### src/rtl/fpga_status_led_sequencer.sv
// Tri-colour status LED owner: boot indication, heartbeat, SoC GPIO pass-through and sticky exit code.
// Optional build macro STATUS_LED_PWM_EN adds a global brightness PWM on the final LED drive.
//   state       | meaning
//   S_BOOT      | solid blue for BOOT_CYCLES after reset
//   S_RUN       | SoC-owned colours, green heartbeat otherwise
//   S_DONE_PASS | exit value 0 latched, solid green
//   S_DONE_FAIL | non-zero exit latched, red flash code
module fpga_status_led_sequencer #(
  parameter int BOOT_CYCLES = 125_000_000,
  parameter int BLINK_DIV_W = 25,
  parameter int PWM_W       = 8
) (
  input  logic             clk_gen,
  input  logic             rst_n,
  input  logic             exit_valid_i,
  input  logic [31:0]      exit_value_i,
  input  logic             clear_i,
  input  logic [2:0]       soc_led_i,
  input  logic [2:0]       soc_led_oe_i,
  input  logic [PWM_W-1:0] brightness_i,
  output logic [2:0]       led_o,
  output logic             done_o,
  output logic [31:0]      exit_code_o
);

  localparam int BOOT_W = (BOOT_CYCLES > 1) ? $clog2(BOOT_CYCLES) : 1;
  localparam logic [BOOT_W-1:0] BOOT_LAST = BOOT_W'(BOOT_CYCLES - 1);

  typedef enum logic [1:0] {S_BOOT, S_RUN, S_DONE_PASS, S_DONE_FAIL} state_t;

  state_t                 state_q, state_d;
  logic [BOOT_W-1:0]      boot_cnt_q;
  logic [BLINK_DIV_W-1:0] presc_q;
  logic                   tick;
  logic                   hb_q;
  logic [5:0]             flash_ph_q;
  logic [4:0]             flash_n;
  logic [5:0]             flash_on_end;
  logic [5:0]             flash_last;
  logic                   flash_red;
  logic                   exit_take;
  logic                   fail_entry;
  logic [2:0]             led_pre;
  logic                   led_gate;

  assign tick       = (presc_q == '1);
  assign exit_take  = exit_valid_i && (state_q == S_BOOT || state_q == S_RUN);
  assign fail_entry = (state_d == S_DONE_FAIL) && (state_q != S_DONE_FAIL);

  // Flash frame: N on/off pairs followed by four dark half-periods; a zero nibble flashes 16 times.
  assign flash_n      = (exit_code_o[3:0] == 4'd0) ? 5'd16 : {1'b0, exit_code_o[3:0]};
  assign flash_on_end = {flash_n, 1'b0};
  assign flash_last   = flash_on_end + 6'd3;
  assign flash_red    = (flash_ph_q < flash_on_end) && !flash_ph_q[0];

  always_ff @(posedge clk_gen or negedge rst_n) begin
    if (!rst_n) state_q <= S_BOOT;
    else        state_q <= state_d;
  end

  always_comb begin
    state_d = state_q;
    case (state_q)
      S_BOOT: begin
        if (exit_valid_i)              state_d = (exit_value_i == 32'd0) ? S_DONE_PASS : S_DONE_FAIL;
        else if (boot_cnt_q == BOOT_LAST) state_d = S_RUN;
      end
      S_RUN: begin
        if (exit_valid_i) state_d = (exit_value_i == 32'd0) ? S_DONE_PASS : S_DONE_FAIL;
      end
      S_DONE_PASS, S_DONE_FAIL: begin
        if (clear_i) state_d = S_RUN;
      end
      default: state_d = S_BOOT;
    endcase
  end

  always_comb begin
    led_pre = 3'b000;
    done_o  = 1'b0;
    case (state_q)
      S_BOOT: led_pre = 3'b100;
      S_RUN: begin
        led_pre[0] = soc_led_oe_i[0] ? soc_led_i[0] : 1'b0;
        led_pre[1] = soc_led_oe_i[1] ? soc_led_i[1] : hb_q;
        led_pre[2] = soc_led_oe_i[2] ? soc_led_i[2] : 1'b0;
      end
      S_DONE_PASS: begin
        led_pre = 3'b010;
        done_o  = 1'b1;
      end
      S_DONE_FAIL: begin
        led_pre = {2'b00, flash_red};
        done_o  = 1'b1;
      end
      default: led_pre = 3'b000;
    endcase
  end

  always_ff @(posedge clk_gen or negedge rst_n) begin
    if (!rst_n) begin
      boot_cnt_q  <= '0;
      presc_q     <= '0;
      hb_q        <= 1'b0;
      flash_ph_q  <= '0;
      exit_code_o <= '0;
    end else begin
      if (state_q == S_BOOT && boot_cnt_q != BOOT_LAST) boot_cnt_q <= boot_cnt_q + BOOT_W'(1);
      // Clearing on fail entry aligns the first flash half-period with the entry cycle.
      presc_q <= fail_entry ? '0 : presc_q + BLINK_DIV_W'(1);
      if (tick) hb_q <= ~hb_q;
      if (exit_take) exit_code_o <= exit_value_i;
      if (state_q != S_DONE_FAIL || state_d != S_DONE_FAIL) flash_ph_q <= '0;
      else if (tick) flash_ph_q <= (flash_ph_q == flash_last) ? 6'd0 : flash_ph_q + 6'd1;
    end
  end

`ifdef STATUS_LED_PWM_EN
  logic [PWM_W-1:0] pwm_cnt_q;

  always_ff @(posedge clk_gen or negedge rst_n) begin
    if (!rst_n) pwm_cnt_q <= '0;
    else        pwm_cnt_q <= pwm_cnt_q + PWM_W'(1);
  end

  assign led_gate = (pwm_cnt_q < brightness_i);
`else
  logic unused_brightness;
  assign unused_brightness = ^brightness_i;
  assign led_gate = 1'b1;
`endif

  always_ff @(posedge clk_gen or negedge rst_n) begin
    if (!rst_n) led_o <= 3'b000;
    else        led_o <= led_pre & {3{led_gate}};
  end

endmodule

### config.mk
export PLATFORM = sky130hd
export DESIGN_NAME = fpga_status_led_sequencer
export DESIGN_NICKNAME = d
export VERILOG_FILES = /design/src/rtl/fpga_status_led_sequencer.sv
export SDC_FILE = /design/constraint.sdc
export NUM_CORES = 1
export LEC_CHECK = 0
export CORE_ASPECT_RATIO = 1.25
export CORE_MARGIN = 2
export CORE_UTILIZATION = 45
export CTS_BUF_LIST = sky130_fd_sc_hd__clkbuf_16
export CTS_CLUSTER_DIAMETER = 150
export DETAILED_ROUTE_END_ITERATION = 10
export PLACE_DENSITY = 0.71
export SYNTH_ARGS = -nofsm -noshare
export SYNTH_HDL_FRONTEND = slang
export SYNTH_SLANG_ARGS = --single-unit
export TNS_END_PERCENT = 1
### constraint.sdc
create_clock -name clk_gen -period 3.73 [get_ports clk_gen]
set_input_delay 1.119 -clock clk_gen [delete_from_list [all_inputs] [get_ports clk_gen]]
set_output_delay 1.119 -clock clk_gen [all_outputs]
set_load 0.01 [all_outputs]
==> results of run 1 <==
sequential cells by signal, summed over array words and instances, names as in the netlist:
| name | flops |
|---|---|
| exit_code_o | 32 |
| boot_cnt_q | 27 |
| presc_q | 25 |
| flash_ph_q | 6 |
| led_o | 3 |
| state_q | 2 |
| hb_q | 1 |
cell type report:
| type | instances | area (sq um) |
|---|---|---|
| fill | 788 | 3890 |
| clock inverter | 6 | 101 |
| multi-input combinational | 281 | 2010 |
| sequential | 96 | 2400 |
| inverter | 13 | 48.8 |
| clock buffer | 9 | 225 |
| tap | 126 | 158 |
| timing repair buffer | 81 | 823 |
path summary, 6_finish.rpt:
path / cells past startpoint / slack [ns] / to
setup / recovery: 7 / 0.80 / presc_q[10]
hold reg to reg: 1 / 0.48 / boot_cnt_q[22]
hold / removal: 1 / 0.48 / boot_cnt_q[22]
max in group asynchronous: 2 / 2.22 / exit_code_o[10]
min in group asynchronous: 1 / 0.84 / led_o[0]
setup reg to reg: 10 / 1.47 / led_o[0]
metal layers:
layer | global-route usage, % | part of all wire (%) | vias up
met2 | 31.9 | 52 | 75
li1 | - | - | 1563
met4 | 5.69 | 1.3 | 0
met3 | 4.03 | 3.7 | 16
met5 | 0 | 0 | -
met1 | 24.1 | 43 | 1646
synth_stat cells (7+ instances only):
cell type  instances
clkbuf_1           7
and3_1             8
ha_1              10
nand4_1           16
nor4_1             9
mux2_2            33
nand3_1           31
dfrtp_1           96
nand2_1           18
inv_1             13
nor2_1            44
xnor2_1           32
xor2_1            25
power breakdown:
group / total [uW] / internal [uW] / switching [uW] / leakage (uW)
clock: 1020 / 645 / 373 / 0.000166
sequential: 1280 / 1170 / 110 / 0.00125
combinational: 587 / 346 / 241 / 0.00106
total: 2890 / 2160 / 724 / 0.00247
metrics by stage:
stage / setup slack [ns] / cell area, sq um / power [uW] / utilization (%)
final: 0.795 / 5770 / 2890 / 59.7
after global routing: 0.664 / 5770 / 3030 / 59.7
after CTS: 0.787 / 5770 / 2920 / 59.7
after detailed placement: 0.432 / 5440 / 1890 / 56.3
after global placement: 0.568 / 5440 / 1870 / 56.3
after floorplan: 1.51 / 4490 / 1570 / -
kinds of logic after synthesis:
kind of cell / after synthesis / share of synthesized area, %
flops: 96 / 53.5
compound gates: 22 / 3.09
mux: 33 / 8.27
simple gates: 159 / 19.5
buf+inv: 21 / 1.78
xor+xnor: 57 / 11.1
fa+ha+maj: 10 / 2.79
critical path, delay by kind of cell:
family                 cells  cell delay, ns
buffers and inverters      2            0.77
and+or+nand+nor            5            1.31
==> impl_metrics.tcl, run 1 <==
set metrics [dict create \
    diodes 0 \
    worstSetupPathType "primary input to flop" \
    crit-reg2reg-launch "exit_code_o[1]" \
    required_ns 4.00 \
    leakage_uw 0.00247 \
    avgRoutedWirePerCell_um 15.6 \
    place_congestion 0.846 \
    cts_buffer_depth 2 \
    yosysWarnings 0 \
    dp_hpwl_mm 6.79 \
    maxSlewHeadroom_pct 51.4 \
    vias 3300 \
    stdcell_count 612 \
    setup_violations 0 \
    grt_start_max_net_pins 59 \
    nets 542 \
    cp_cell_sequence "clkdlybuf4s50_1 > nor4b_1 > nand4_1 > nor3_1 > nor2_1 > buf_4 > nor2_1" \
    start_util_pct 46.5 \
    synth.distinct_cells 43 \
    grt_pass1_wl_mm 16.1 \
    ys_ff_latch 96 \
    layout_commonest_cell "dfrtp_1" \
    finalClockSkew_ns 0.00411 \
    wl_mm 9.53 \
    io-pin-count 86 \
    placed_cells 597 \
    cts_resized 0 \
    routed_via_density 5.39 \
    ys_seq_area_share_pct 53.5 \
    cp_slowest_stage_delay_ns 0.53 \
    netlist_area_sq_mm 0.00449 \
    overflow 0 \
    portBuffers 77 \
    cts_tree "built" \
    die_h_um 116 \
    fp-row-count 40 \
    power_density_mw_per_mm2 500 \
    finalSetupTns_ns 0 \
    ys_top_cells_by_area "dfrtp_1 (53%), mux2_2 (8.3%), xnor2_1 (6.2%)" \
    design.core.area_sq_mm 0.00966 \
    crit_arrival_ns 3.20 \
    synth_fp_nets 458 \
    fin_crit_sh_pct 78.7 \
    first_global_vias 3385 \
    first_iter_violations 106 \
    ant_nets 0 \
    grt_usage_pct 18.7 \
    finalHoldViolations 0 \
    antenna_found_initial 0 \
    die_width_um 93.4 \
    synth_top_area_share_pct 53.5 \
    clk_pin_slew_ns 0.06 \
    ir_worst_vdd_v 0.000303 \
    cp-startpoint "exit_valid_i" \
    post-cts-setup-buffers 0 \
    whs_ns 0.479 \
    syn_avg_cell_area_sq_um 11.3 \
    async_flop_share_pct 100 \
    dieArea_sq_mm 0.0108 \
    synthFlopType "dfrtp_1" \
    drtPass1Iterations 4 \
    cts_max_level 3 \
    drive_above_1_share_pct 12.6 \
    rsz0062_at_grt "false" \
    layout_min_cycle_time_ns 2.93 \
    final_cell_mix "dfrtp_1 (96), clkdlybuf4s50_1 (76), nor2_1 (44), mux2_2 (33), xnor2_1 (32)" \
    cp_slowest_cell "clkdlybuf4s50_1" \
    critPathCaptureType "flop" \
    fmax_ghz 0.341 \
    drc_errors 0 \
    cts_root_buf "clkbuf_16" \
    cap_violations 0 \
    tightest_slew_ns 0.729 \
    insertion_delay_ns 0.33 \
    cpMostUsedCell "nor2_1" \
    cp-start-kind "primary input" \
    yosys.area.top_type "dfrtp_1" \
    drv_slew 0 \
    min_from "boot_cnt_q[22]" \
    area_delta_synth_final_pct 28.4 \
    clock-sinks 96 \
    synthCells 398 \
    worstHoldPathType "flop to flop" \
    cts_hold_buf 0 \
    outcome "finished clean" \
    critPathMaxFanout 25 \
    cts_buffers 9 \
    synth_edf_count 0 \
]
Power figures use the tool's default switching activity.
==> run 2, diff against run 1 <==
==> constraint.sdc (replaced) <==
create_clock -name clk_gen -period 3 [get_ports clk_gen]
set_input_delay 0.9 -clock clk_gen [delete_from_list [all_inputs] [get_ports clk_gen]]
set_output_delay 0.9 -clock clk_gen [all_outputs]
set_load 0.01 [all_outputs]
==> run 2 against run 1 <==
- global-route usage down 0.76 points
- hold slack worse by 0.013 ns
- sequential cell count did not move
- clock-buffer cell count unchanged
- setup slack got worse by 0.23 ns
- sequential share of layout area is essentially flat
- die area unchanged
- non-clock buffer count is 4 higher
- sequential power grew 24%
- critical path type unchanged
- largest power group unchanged
- highest routed layer unchanged
==> impl_metrics.tcl, run 2 (synthesis gave the netlist of run 1 again) <==
set metrics [dict create \
    outcome "finished clean" \
    cp_slowest_stage_delay_ns 0.49 \
    insertion_delay_ns 0.33 \
    drtPass1Iterations 4 \
    required_ns 3.26 \
    cp_num_buf_inv 2 \
    maxSlewHeadroom_pct 65.9 \
    top_regs "exit_code_o (32), boot_cnt_q (27), presc_q (25)" \
    wl_mm 9.18 \
    cpMostUsedCell "nor2_1" \
    antenna_found_initial 0 \
    power_density_mw_per_mm2 605 \
    fp-row-count 40 \
    grt_pass1_wl_mm 15.3 \
    cap_violations 0 \
    cts_buffer_depth 2 \
    leakage_uw 0.00248 \
    cp_slowest_cell "nor4_1" \
    portBuffers 77 \
    worst-r2r-cell-count 10 \
    die_width_um 93.4 \
    diodes 0 \
    clock-sinks 96 \
    start_util_pct 46.5 \
    ir_worst_vdd_v 0.000342 \
    finalHoldViolations 0 \
    drv_slew 0 \
    r2r_slack_ns 0.84 \
    crit_arrival_ns 2.69 \
    die_h_um 116 \
    nets 546 \
    drc_errors 0 \
    post-cts-setup-buffers 0 \
    avgRoutedWirePerCell_um 14.9 \
    io-pin-count 86 \
    design.core.area_sq_mm 0.00966 \
    dp_hpwl_mm 6.84 \
    fillers 781 \
    grt_start_max_net_pins 58 \
    fin_crit_sh_pct 81.0 \
    fmax_ghz 0.411 \
    area_delta_synth_final_pct 28.5 \
    drive_above_1_share_pct 13.3 \
    worstHoldPathType "flop to flop" \
    dieArea_sq_mm 0.0108 \
    critPathMaxFanout 13 \
    r2r_end "led_o[0]" \
    cp-start-kind "primary input" \
    worstSetupPathType "primary input to flop" \
    regMostFlops "exit_code_o" \
    critPathCaptureType "flop" \
    overflow 0 \
    first_iter_violations 127 \
    first_global_vias 3303 \
    finalSetupTns_ns 0 \
    ant_nets 0 \
    holdPathStages 1 \
    cts_root_buf "clkbuf_16" \
    vias 3250 \
    final_cell_mix "dfrtp_1 (96), clkdlybuf4s50_1 (76), nor2_1 (44), mux2_2 (33), xnor2_1 (32)" \
    finalClockSkew_ns 0.00511 \
    cpLargestDelayFamily "simple AND/OR/NAND/NOR gates" \
    utilization_pct 59.8 \
    layout_min_cycle_time_ns 2.43 \
    rsz0062_at_grt "false" \
    largest_register_ffs 32 \
    min_to "boot_cnt_q[26]" \
    cp_cell_sequence "clkdlybuf4s50_1 > nor4_1 > nand4_1 > nor3_1 > nor2_1 > buf_4 > nor2_1" \
    layout_commonest_cell "dfrtp_1" \
    cts_tree "built" \
    clk_pin_slew_ns 0.06 \
    min_from "boot_cnt_q[26]" \
    routed_via_density 5.28 \
    cts_hold_buf 0 \
    grt_usage_pct 18.0 \
    place_congestion 0.787 \
    cts_max_level 3 \
    crit-reg2reg-launch "exit_code_o[0]" \
    cts_buffers 9 \
    cts_resized 0 \
    setup_violations 0 \
    tightest_slew_ns 0.511 \
]
==> run 2: cell type report <==
cell class | instances | area, sq um | share of cell area, %
multi-input combinational | 281 | 2010 | 34.8
tap | 126 | 158 | 2.73
inverter | 13 | 48.8 | 0.845
timing repair buffer | 85 | 853 | 14.8
sequential | 96 | 2400 | 41.6
clock inverter | 6 | 76.3 | 1.32
clock buffer | 9 | 225 | 3.90
==> run 2: report_power, final <==
part / switching, uW / internal, uW
Combinational: 308 / 438
Sequential: 129 / 1460
Clock: 448 / 715
Total: 886 / 2610
==> run 2: metal layers <==
layer | track usage (%) | up-vias | wire (um)
li1 | - | 1567 | -
met1 | 23.1 | 1599 | 3970
met2 | 30.7 | 69 | 4680
met3 | 2.73 | 15 | 360
met4 | 6.96 | 0 | 170
met5 | 0 | - | 0
==> run 2: worst max path at each step <==
stage / from / end / slack [ns] / depth (start not counted)
CTS: exit_value_i[0] / presc_q[13] / 0.54 / 7
floorplan: exit_value_i[1] / presc_q[10] / 0.99 / 6
detailed placement: exit_value_i[0] / presc_q[20] / 0.21 / 7
global route: exit_valid_i / presc_q[13] / 0.44 / 8
global placement: exit_value_i[0] / presc_q[1] / 0.25 / 7
finish: exit_value_i[0] / presc_q[13] / 0.57 / 7
==> run 2: stage by stage <==
step	setup WS (ns)	instance area (sq um)	hold slack (ns)	std cells	total power [uW]
after global placement	0.252	5470	0.450	601	2340
after detailed placement	0.213	5470	0.457	601	2360
after global routing	0.443	5770	0.484	616	3670
after CTS	0.543	5770	0.470	616	3540
final	0.569	5770	0.466	616	3500
after floorplan	0.994	4490	0.433	398	1950
==> run 3, diff against run 2 <==
--- a/config.mk
+++ b/config.mk
@@ -11,7 +11,7 @@
 export CTS_BUF_LIST = sky130_fd_sc_hd__clkbuf_16
 export CTS_CLUSTER_DIAMETER = 150
 export DETAILED_ROUTE_END_ITERATION = 10
-export PLACE_DENSITY = 0.71
+export PLACE_DENSITY = 0.73
 export SYNTH_ARGS = -nofsm -noshare
 export SYNTH_HDL_FRONTEND = slang
 export SYNTH_SLANG_ARGS = --single-unit
==> constraint.sdc (replaced) <==
create_clock -name clk_gen -period 2.2 [get_ports clk_gen]
set_input_delay 0.66 -clock clk_gen [delete_from_list [all_inputs] [get_ports clk_gen]]
set_output_delay 0.66 -clock clk_gen [all_outputs]
set_load 0.01 [all_outputs]
==> run 3 against run 2 <==
- combinational power up 45%
- register-to-register slack worse by 0.71 ns
- sequential power rose by 35%
- global-route usage is 1.0 points higher
- critical path type is now flop to flop
- sequential cell count did not move
- setup slack lost 0.44 ns
- clock-buffer cell count unchanged
- power rose by 34%
- final area rose by 2.8%
- core utilization increased by 1.7 points
- routed wire length grew 4.3%
- first-iteration DRC count is 59% higher
==> impl_metrics.tcl, run 3 (synthesis gave the netlist of run 1 again) <==
set metrics [dict create \
    regMostFlops "exit_code_o" \
    clk_pin_slew_ns 0.07 \
    critPathMaxFanout 11 \
    finalPower_uw 4680 \
    first_iter_violations 202 \
    finalSetupTns_ns 0 \
    path_depth 7 \
    wl_mm 9.58 \
    cts_buffers 9 \
    grt_start_max_net_pins 31 \
    layout_commonest_cell "dfrtp_1" \
    largest_register_ffs 32 \
    portBuffers 77 \
    insertion_delay_ns 0.35 \
    cp-start-kind "flop" \
    cp_num_buf_inv 1 \
    grt_usage_pct 19.0 \
    cp_slowest_cell "nor4_1" \
    nets 567 \
    worst-r2r-cell-count 7 \
    tightest_slew_ns 0.449 \
    r2r_slack_ns 0.13 \
    critPathCaptureType "flop" \
    dp_hpwl_mm 7.09 \
    die_h_um 116 \
    clock-sinks 96 \
    leakage_uw 0.00257 \
    crit-reg2reg-launch "boot_cnt_q[0]" \
    setup_violations 0 \
    layout_min_cycle_time_ns 2.07 \
    worstHoldPathType "primary input to asynchronous set/reset pin" \
    drv_slew 0 \
    r2r_end "boot_cnt_q[1]" \
    seq_area_sq_mm 0.00240 \
    maxSlewHeadroom_pct 69.8 \
    final_cell_mix "dfrtp_1 (96), clkdlybuf4s50_1 (76), nor2_1 (44), mux2_2 (33), xnor2_1 (32)" \
    fillers 773 \
    cts_hold_buf 0 \
    area_delta_synth_final_pct 32.2 \
    drive_above_1_share_pct 17.6 \
    place_congestion 0.822 \
    drtPass1Iterations 4 \
    finalClockSkew_ns 0.00689 \
    fp-row-count 40 \
    ant_nets 0 \
    required_ns 2.44 \
    vias 3280 \
    fin_crit_sh_pct 94.1 \
    drc_errors 0 \
    cp_slowest_stage_delay_ns 0.45 \
    fmax_ghz 0.483 \
    antenna_found_initial 0 \
    cts_tree "built" \
    die_width_um 93.4 \
    worstSetupPathType "flop to flop" \
    ir_worst_vdd_v 0.000433 \
    first_global_vias 3339 \
    io-pin-count 86 \
    cts_max_level 3 \
    crit_arrival_ns 2.30 \
    power_density_mw_per_mm2 789 \
    grt_pass1_wl_mm 16.1 \
    routed_via_density 5.14 \
    multi_input_comb_area_sq_mm 0.00203 \
    design.core.area_sq_mm 0.00966 \
    rsz0062_at_grt "false" \
    finalHoldViolations 0 \
    cts_root_buf "clkbuf_16" \
    cpLargestDelayFamily "simple AND/OR/NAND/NOR gates" \
    diodes 0 \
    start_util_pct 46.5 \
    top_regs "exit_code_o (32), boot_cnt_q (27), presc_q (25)" \
    avgRoutedWirePerCell_um 15.0 \
    outcome "finished clean" \
    cts_buffer_depth 2 \
    cp_cell_sequence "ha_1 > and4_1 > nand2_1 > nor4_1 > nor3_1 > buf_4 > mux2_2" \
    overflow 0 \
    cap_violations 0 \
    dieArea_sq_mm 0.0108 \
]
run 3: worst register-to-register path, cell delays in order, from the launching register on:
cell,delay [ns]
dfrtp_1,0.40
ha_1,0.22
and4_1,0.23
nand2_1,0.09
nor4_1,0.45
nor3_1,0.09
buf_4,0.20
mux2_2,0.28
run 3: layout make-up:
class / instances / area share (%)
repair buffers: 106 / 17.2
well taps: 126 / 2.66
clock buffers: 9 / 3.79
multi-input cells: 281 / 34.2
clock inverters: 7 / 0.780
inverters: 13 / 0.822
flip-flops and latches: 96 / 40.5
run 3: report_power, final:
part / leakage [uW] / internal [uW] / total [uW] / switching [uW]
combinational: 0.00119 / 638 / 1080 / 447
sequential: 0.00125 / 1990 / 2150 / 167
clock: 0.000131 / 764 / 1440 / 681
total: 0.00257 / 3390 / 4680 / 1290
run 3: routing by layer:
layer / part of all wire (%) / GRT usage, % / up-vias
li1: - / - / 1617
met1: 45 / 25.5 / 1592
met2: 50 / 30.6 / 59
met3: 3.8 / 3.71 / 12
met4: 1.6 / 7.35 / 0
met5: 0 / 0 / -
run 3: per-stage QoR:
| stage | utilization (%) | setup WS, ns | hold WS (ns) | area, sq um | instances |
|---|---|---|---|---|---|
| 2_1_floorplan | - | 0.241 | 0.364 | 4490 | 398 |
| 3_3_place_gp | 58.3 | -0.321 | 0.448 | 5630 | 621 |
| 3_5_place_dp | 58.3 | -0.338 | 0.457 | 5630 | 621 |
| 4_1_cts | 61.2 | 0.0931 | 0.248 | 5910 | 637 |
| 5_1_grt | 61.5 | 0.0126 | 0.270 | 5940 | 638 |
| 6_report | 61.5 | 0.131 | 0.240 | 5940 | 638 |
run 3: worst max path at each step:
stage	from	end	slack (ns)
2_1_floorplan	exit_code_o[0]	led_o[0]	0.24
3_3_place_gp	exit_value_i[26]	presc_q[1]	-0.32
3_5_place_dp	exit_value_i[26]	presc_q[18]	-0.34
4_1_cts	exit_value_i[26]	presc_q[18]	0.09
5_1_grt	exit_value_i[26]	presc_q[21]	0.01
6_report	boot_cnt_q[0]	boot_cnt_q[1]	0.13
run 3: timing repair:
| action | in CTS | in global routing |
|---|---|---|
| resized for setup | 1 | 3 |
| pin swaps | 0 | 1 |
| setup endpoints to repair | 1 | 4 |
| buffers inserted | 0 | 1 |
